[config.mk]
export PLATFORM = sky130hd
export DESIGN_NAME = cfg_loader
export DESIGN_NICKNAME = d
export VERILOG_FILES = /design/src/rtl/cfg_loader.sv
export SDC_FILE = /design/constraint.sdc
export NUM_CORES = 1
export LEC_CHECK = 0
export CAP_MARGIN = 20
export CORE_AREA = 5 5 187 117
export DETAILED_ROUTE_END_ITERATION = 8
export DIE_AREA = 0 0 192 122
export REMOVE_ABC_BUFFERS = 1
export SETUP_SLACK_MARGIN = 0.05
export SYNTH_ARGS = -nofsm -noshare
export SYNTH_HDL_FRONTEND = slang
export SYNTH_SLANG_ARGS = --single-unit
[constraint.sdc]
create_clock -name clk -period 9.3 [get_ports clk]
set_input_delay 2.325 -clock clk [delete_from_list [all_inputs] [get_ports clk]]
set_output_delay 2.325 -clock clk [all_outputs]
set_load 0.01 [all_outputs]
[src/rtl/cfg_loader.sv]
// cfg_loader: collects NUM_CELLS config words into a shadow bank, then commits
// the whole bank to config_sig on a single edge so cells never see a mix of
// old and new settings.
// Optional feature macro: CFG_LOADER_PARITY_EN (per-word odd parity, abort on error).
module cfg_loader #(
  parameter int NUM_CELLS  = 16,
  parameter int CFG_WIDTH  = 4,
  parameter int DATA_WIDTH = 32
) (
  input  logic                           clk,
  input  logic                           reset,
  input  logic                           start,
  input  logic                           in_valid,
  input  logic [DATA_WIDTH-1:0]          in_data,
  output logic                           in_ready,
  output logic [NUM_CELLS*CFG_WIDTH-1:0] config_sig,
  output logic                           busy,
  output logic                           done,
  output logic                           err
);

  localparam int              IDX_W    = (NUM_CELLS > 1) ? $clog2(NUM_CELLS) : 1;
  localparam logic [IDX_W-1:0] LAST_IDX = IDX_W'(NUM_CELLS - 1);

  typedef enum logic [1:0] {
    S_IDLE,
    S_LOAD,
    S_COMMIT
  } state_t;

  state_t                         r_state;
  state_t                         w_next_state;
  logic [IDX_W-1:0]               r_index;
  logic [CFG_WIDTH-1:0]           r_shadow [NUM_CELLS];
  logic [NUM_CELLS*CFG_WIDTH-1:0] r_config;
  logic                           r_done;
  logic                           w_accept;
  logic                           w_last;
  logic                           w_start_load;
  logic                           w_parity_bad;
  logic                           w_unused_data;

  assign w_accept     = in_valid & in_ready;
  assign w_last       = (r_index == LAST_IDX);
  assign w_start_load = (r_state == S_IDLE) && start;

`ifdef CFG_LOADER_PARITY_EN
  // The parity bit makes the XOR of bits [CFG_WIDTH:0] equal to 1.
  assign w_parity_bad  = ~(^in_data[CFG_WIDTH:0]);
  assign w_unused_data = ^{1'b0, in_data[DATA_WIDTH-1:CFG_WIDTH]};
`else
  assign w_parity_bad  = 1'b0;
  assign w_unused_data = ^in_data[DATA_WIDTH-1:CFG_WIDTH];
`endif

  // State register.
  always_ff @(posedge clk or posedge reset) begin
    // NOTE: sequential state uses non-blocking assignments so every register
    // samples pre-edge values regardless of block ordering.
    if (reset) r_state <= S_IDLE;
    else       r_state <= w_next_state;
  end

  // Next-state logic: start opens a load, the last good word commits, a bad word aborts.
  always_comb begin
    // NOTE: default first, so no path leaves w_next_state unassigned (no latch).
    w_next_state = r_state;
    case (r_state)
      S_IDLE:   if (start) w_next_state = S_LOAD;
      S_LOAD: begin
        if (w_accept) begin
          if (w_parity_bad) w_next_state = S_IDLE;
          else if (w_last)  w_next_state = S_COMMIT;
        end
      end
      S_COMMIT: w_next_state = S_IDLE;
      default:  w_next_state = S_IDLE;
    endcase
  end

  // Output decode: words are taken only in LOAD; busy spans LOAD and COMMIT.
  always_comb begin
    in_ready = 1'b0;
    busy     = 1'b0;
    case (r_state)
      S_LOAD: begin
        in_ready = 1'b1;
        busy     = 1'b1;
      end
      S_COMMIT: busy = 1'b1;
      default: ;
    endcase
  end

  // Word index and shadow bank: each good word fills the next slot; the index parks on the last slot.
  always_ff @(posedge clk or posedge reset) begin
    if (reset) begin
      r_index <= '0;
      // NOTE: the shadow bank is cleared on reset so no stale slot survives a
      // reset; this keeps it in flops rather than a RAM macro.
      for (int k = 0; k < NUM_CELLS; k++) r_shadow[k] <= '0;
    end else if (w_start_load) begin
      r_index <= '0;
    end else if (w_accept && !w_parity_bad) begin
      r_shadow[r_index] <= in_data[CFG_WIDTH-1:0];
      if (!w_last) r_index <= r_index + 1'b1;
    end
  end

  // Commit: copy the whole bank at once and raise done for the following cycle.
  always_ff @(posedge clk or posedge reset) begin
    if (reset) begin
      r_config <= '0;
      r_done   <= 1'b0;
    end else begin
      r_done <= (r_state == S_COMMIT);
      if (r_state == S_COMMIT) begin
        for (int k = 0; k < NUM_CELLS; k++) r_config[k*CFG_WIDTH +: CFG_WIDTH] <= r_shadow[k];
      end
    end
  end

`ifdef CFG_LOADER_PARITY_EN
  logic r_err;

  // Sticky error: set by a bad-parity word, cleared only when a new load starts.
  always_ff @(posedge clk or posedge reset) begin
    if (reset)                         r_err <= 1'b0;
    else if (w_start_load)             r_err <= 1'b0;
    else if (w_accept && w_parity_bad) r_err <= 1'b1;
  end

  assign err = r_err;
`else
  assign err = 1'b0;
`endif

  assign config_sig = r_config;
  assign done       = r_done;

endmodule

* Yosys cells after proc, flatten, opt, wreduce, memory -nomap -nowiden
Cells that the tools add are included.
Word-level totals: memories 0, bits in latches 0, flip-flop bits (word level) 135, ROM bits 0, RAM bits 0, output and inout bits 68
Operators by class: eq/ne operators 7, bitwise logic cells 3, multiply operators 0, reduce and logical (&&, ||, !) cells 8, magnitude comparators 2, add/sub/neg operators 1, shift operators 0, div/mod/pow operators 0, multiplexer cells 12
Operator list (number):
- 64-bit bitwise mux | 1
- 4-bit demux with 4-bit select | 1
- 4-bit two-way mux | 4
- 2-bit two-way mux | 3
- 2-bit inequality test (second input constant) | 3
- 5-bit greater-or-equal comparator (second input constant) | 1
- 5-bit by 1-bit < comparator with 1-bit output (second input constant) | 1
- 4-bit NOT with 5-bit output | 1
- 4-bit by 1-bit adder with 4-bit output (second input constant) | 1
- 4-bit equality test (second input constant) | 1
- 2-bit one-hot mux with 2 select lines | 1
- 2-bit AND reduction | 2
- 3-bit AND reduction | 1
- 2-bit by 1-bit equality test with 1-bit output (second input constant) | 1
- 2-bit equality test (second input constant) | 1
- 1-bit logical AND | 2
- 2-bit zero test | 1
- 1-bit two-way mux | 2
- 2-bit by 1-bit inequality test with 1-bit output (second input constant) | 1
- 2-bit nonzero test | 1
- 2-bit OR reduction | 1
- 1-bit bitwise AND | 1
- 1-bit NOT | 1

* Longest topological paths before layout
word-level depth 6, mapped depth 7

* Least setup slack after synthesis
OpenSTA, ideal clock, no wires.
kind input port to flip-flop, start input start, end register r_shadow[25] (netlist name), buffers on the path 2, library setup time 0.125 ns, stages on the path 5, arrival time 3.325 ns, path slack 5.850 ns, cells stage by stage and2_1 -> buf_6 -> buf_6 -> nor3_4 -> mux2_2
Between the ends: word-level cells in the longest chain between the ends 3
RTL lines:
- start: declaration | RTL line 12 | input logic start,
- 1-bit logical AND | RTL line 45 | assign w_start_load = (r_state == S_IDLE) && start;
- 1-bit NOT (no line)
- 2-bit AND reduction (no line)
- end signal: indexed assignment | RTL line 105 | r_shadow[r_index] <= in_data[CFG_WIDTH-1:0];
- end: declaration | RTL line 34 | logic [CFG_WIDTH-1:0] r_shadow [NUM_CELLS];
No other way between the ends. A chain may end at the register's enable or synchronous reset.

* Final worst setup path
start input in_valid, end register r_shadow[35] (netlist name)
Between the ends: word-level cells in the longest chain between the ends 2
RTL lines:
- start: declaration | RTL line 13 | input logic in_valid,
- 1-bit bitwise AND | RTL line 43 | assign w_accept = in_valid & in_ready;
- 2-bit AND reduction (no line)
No other way between the ends.

==> flow_summary.toml <==
[placement]
gp_congestion = 0.7303
io_buffer_count = 74
dp.final_hpwl_um = 7736

[clock_network]
cts-root-buf = "clkbuf_16"
cts_resized = 0
post_cts_buffers = 0
insertion_delay_ns = 0.41
clk_pin_slew_ns = 0.06
clkSinkCount = 135
clockBufferDepth = 2
cts_htree_levels = 4
cts_made_buffers = 17
cts_tree = "built"
cts.hold.buffers_added = 0

[global_routing]
grt_pass1_vias = 3411
gr-total-overflow = 0
antenna_found_initial = 0
grt_pass1_wl_um = 19460
grt_use_total_pct = 10.98
grt_max_degree = 84

[floorplan]
fp.dieW_um = 192
die_h_um = 122
initial_core_util_pct = 27.02
coreArea_um2 = 20260
die_area_um2 = 23420
pin_count = 104
rows = 41

[power_and_ir_drop]
leakagePower_nw = 3.228
powerDensity_nw_per_um2 = 204.2
ir_worst_vdd_mv = 0.1098

[synth]
synth_cell_type_count = 28
mappedNetlistArea_um2 = 5475
synth.area.top_cells = "dfrtp_1, mux2_2, nor3_4, ha_1, nand3b_1"
synth_largest_area_cell = "dfrtp_1"
synth.yosys.seq_area_share_pct = 61.70
synth_top_area_share_pct = 61.70
syn_avg_cell_area_um2 = 15.64
synthCells = 350
yosys_warnings = 0
synth_seq_cells = 135

[detailed_routing]
drt-initial-drc-count = 108
vias = 3104
dr.pass1.iters = 4
drtAntennaViolNets = 0
post_drt_wl_per_cell_um = 16.63
drcViolationCount = 0
vias_per_cell = 4.329
wl_um = 11930

[hold_path]
hold_start = "r_shadow[28]"
min_path_type = "reg2reg"
hold_depth = 1
holdPathEnd = "config_sig[32]"

[critical_path]
rrSetupSlack_ns = 6.86
r2r-start = "r_state[1]"
crit_type = "in2reg"
r2r_cells = 5
critPathMaxFanout = 15
cp-end-kind = "register"
start_kind = "input port"
r2r-end = "r_shadow[35]"
arrival_ns = 4.41
required_ns = 9.59

[finish]
syn_to_final_growth_pct = 28.15
drive_gt1_share_pct = 39.50
antennaDiodeCount = 0
fillers = 1943
num-nets-final = 470
layout_commonest_cell = "dfrtp_1"
layout_common_cells = "dfrtp_1, mux2_2, clkdlybuf4s50_1"

[flow_run]
drv_cap = 0

[timing]
maxSlewViolCount = 0
max_slew_margin_pct = 28.61
fmaxAchievable_mhz = 242.8
whs_ns = 0.4984
clock_skew_ns = 0.005954
finalHoldViolCount = 0
setup_violations = 0
period_minus_slack_ns = 4.119
fin_crit_sh_pct = 44.29
rsz0062_at_grt = "false"
setup_tns_ns = 0
worstMarginPinSlew_ns = 1.071

[outcome]
status = "complete, no violations"
## registers in the layout (all words and copies together) (netlist names)
register,flops
config_sig,64
done,1
r_index,4
r_shadow,64
r_state,2
## worst max-delay path by stage
stage	from	end	slack [ns]	cells past startpoint
2_1_floorplan	reset	config_sig[0]	3.36	1
3_3_place_gp	in_valid	r_shadow[30]	4.75	4
3_5_place_dp	in_valid	r_shadow[32]	4.73	4
4_1_cts	in_valid	r_shadow[32]	5.17	4
5_1_grt	in_valid	r_shadow[40]	5.06	4
6_report	in_valid	r_shadow[35]	5.18	4
## cell type report
| cell class | count | area [um^2] | share of cell area, % |
|---|---|---|---|
| clock buffers | 22 | 464.2 | 6.616 |
| clock inverters | 9 | 53.80 | 0.7668 |
| inverters | 5 | 23.77 | 0.3388 |
| multi-input cells | 190 | 1964 | 28.00 |
| flip-flops and latches | 135 | 3378 | 48.15 |
| well taps | 279 | 349.1 | 4.975 |
| repair buffers | 77 | 783.3 | 11.16 |
## critical path, cell delays in order
cell and delay, ns:
clkdlybuf4s50_1 0.50, nand2_1 0.57, nor3_2 0.62, mux2_2 0.39
## where the power goes
part,internal [mW],switching [mW],total [mW]
logic,0.0722,0.0976,0.170
registers,0.638,0.0319,0.670
clock network,0.350,0.243,0.593
## routing by layer
metal	global-route usage (%)	share of wire, %	up-vias
met3	3.522	5.0	15
li1	-	-	1405
met5	0	0	-
met4	4.052	1.5	0
met1	15.51	51	1624
met2	15.76	43	60
## Yosys cell counts
cell type and n:
inv_1 5, nand2_1 3, nor2b_1 1, clkbuf_1 6
nand4_1 6, o21ai_0 1, dfrtp_1 135, nor3_2 5
nor2_1 3, mux2_1 1, o22a_1 1, nand3b_1 8
buf_2 9, ha_1 8, buf_6 3, nor3_1 1
a32oi_1 1, and3_1 1, a211oi_1 1, o31ai_1 1
conb_1 1, buf_4 2, a21oi_1 2, a41oi_1 1
nand3_1 7, nor3_4 7, mux2_2 128, and2_1 2
## stage by stage
| stage | setup WS (ns) | area (um^2) | util [%] | cells | power [mW] |
|---|---|---|---|---|---|
| after floorplan | 3.364 | 5359 | - | 330 | 0.7917 |
| after global placement | 4.749 | 6471 | 31.94 | 685 | 0.8394 |
| after detailed placement | 4.729 | 6471 | 31.94 | 685 | 0.8518 |
| after CTS | 5.169 | 6989 | 34.49 | 716 | 1.457 |
| after global routing | 5.062 | 7017 | 34.63 | 717 | 1.504 |
| final | 5.181 | 7017 | 34.63 | 717 | 1.433 |
## logic make-up after synthesis
kind of cell | synth area share, %
AO/OA/AOI/OAI | 1.028
adder cells (fa/ha/maj) | 1.828
buffers and inverters | 2.468
flip-flops | 61.70
multiplexers | 26.53
other | 0.06849
AND/OR/NAND/NOR | 6.376
Power figures use the tool's default switching activity.
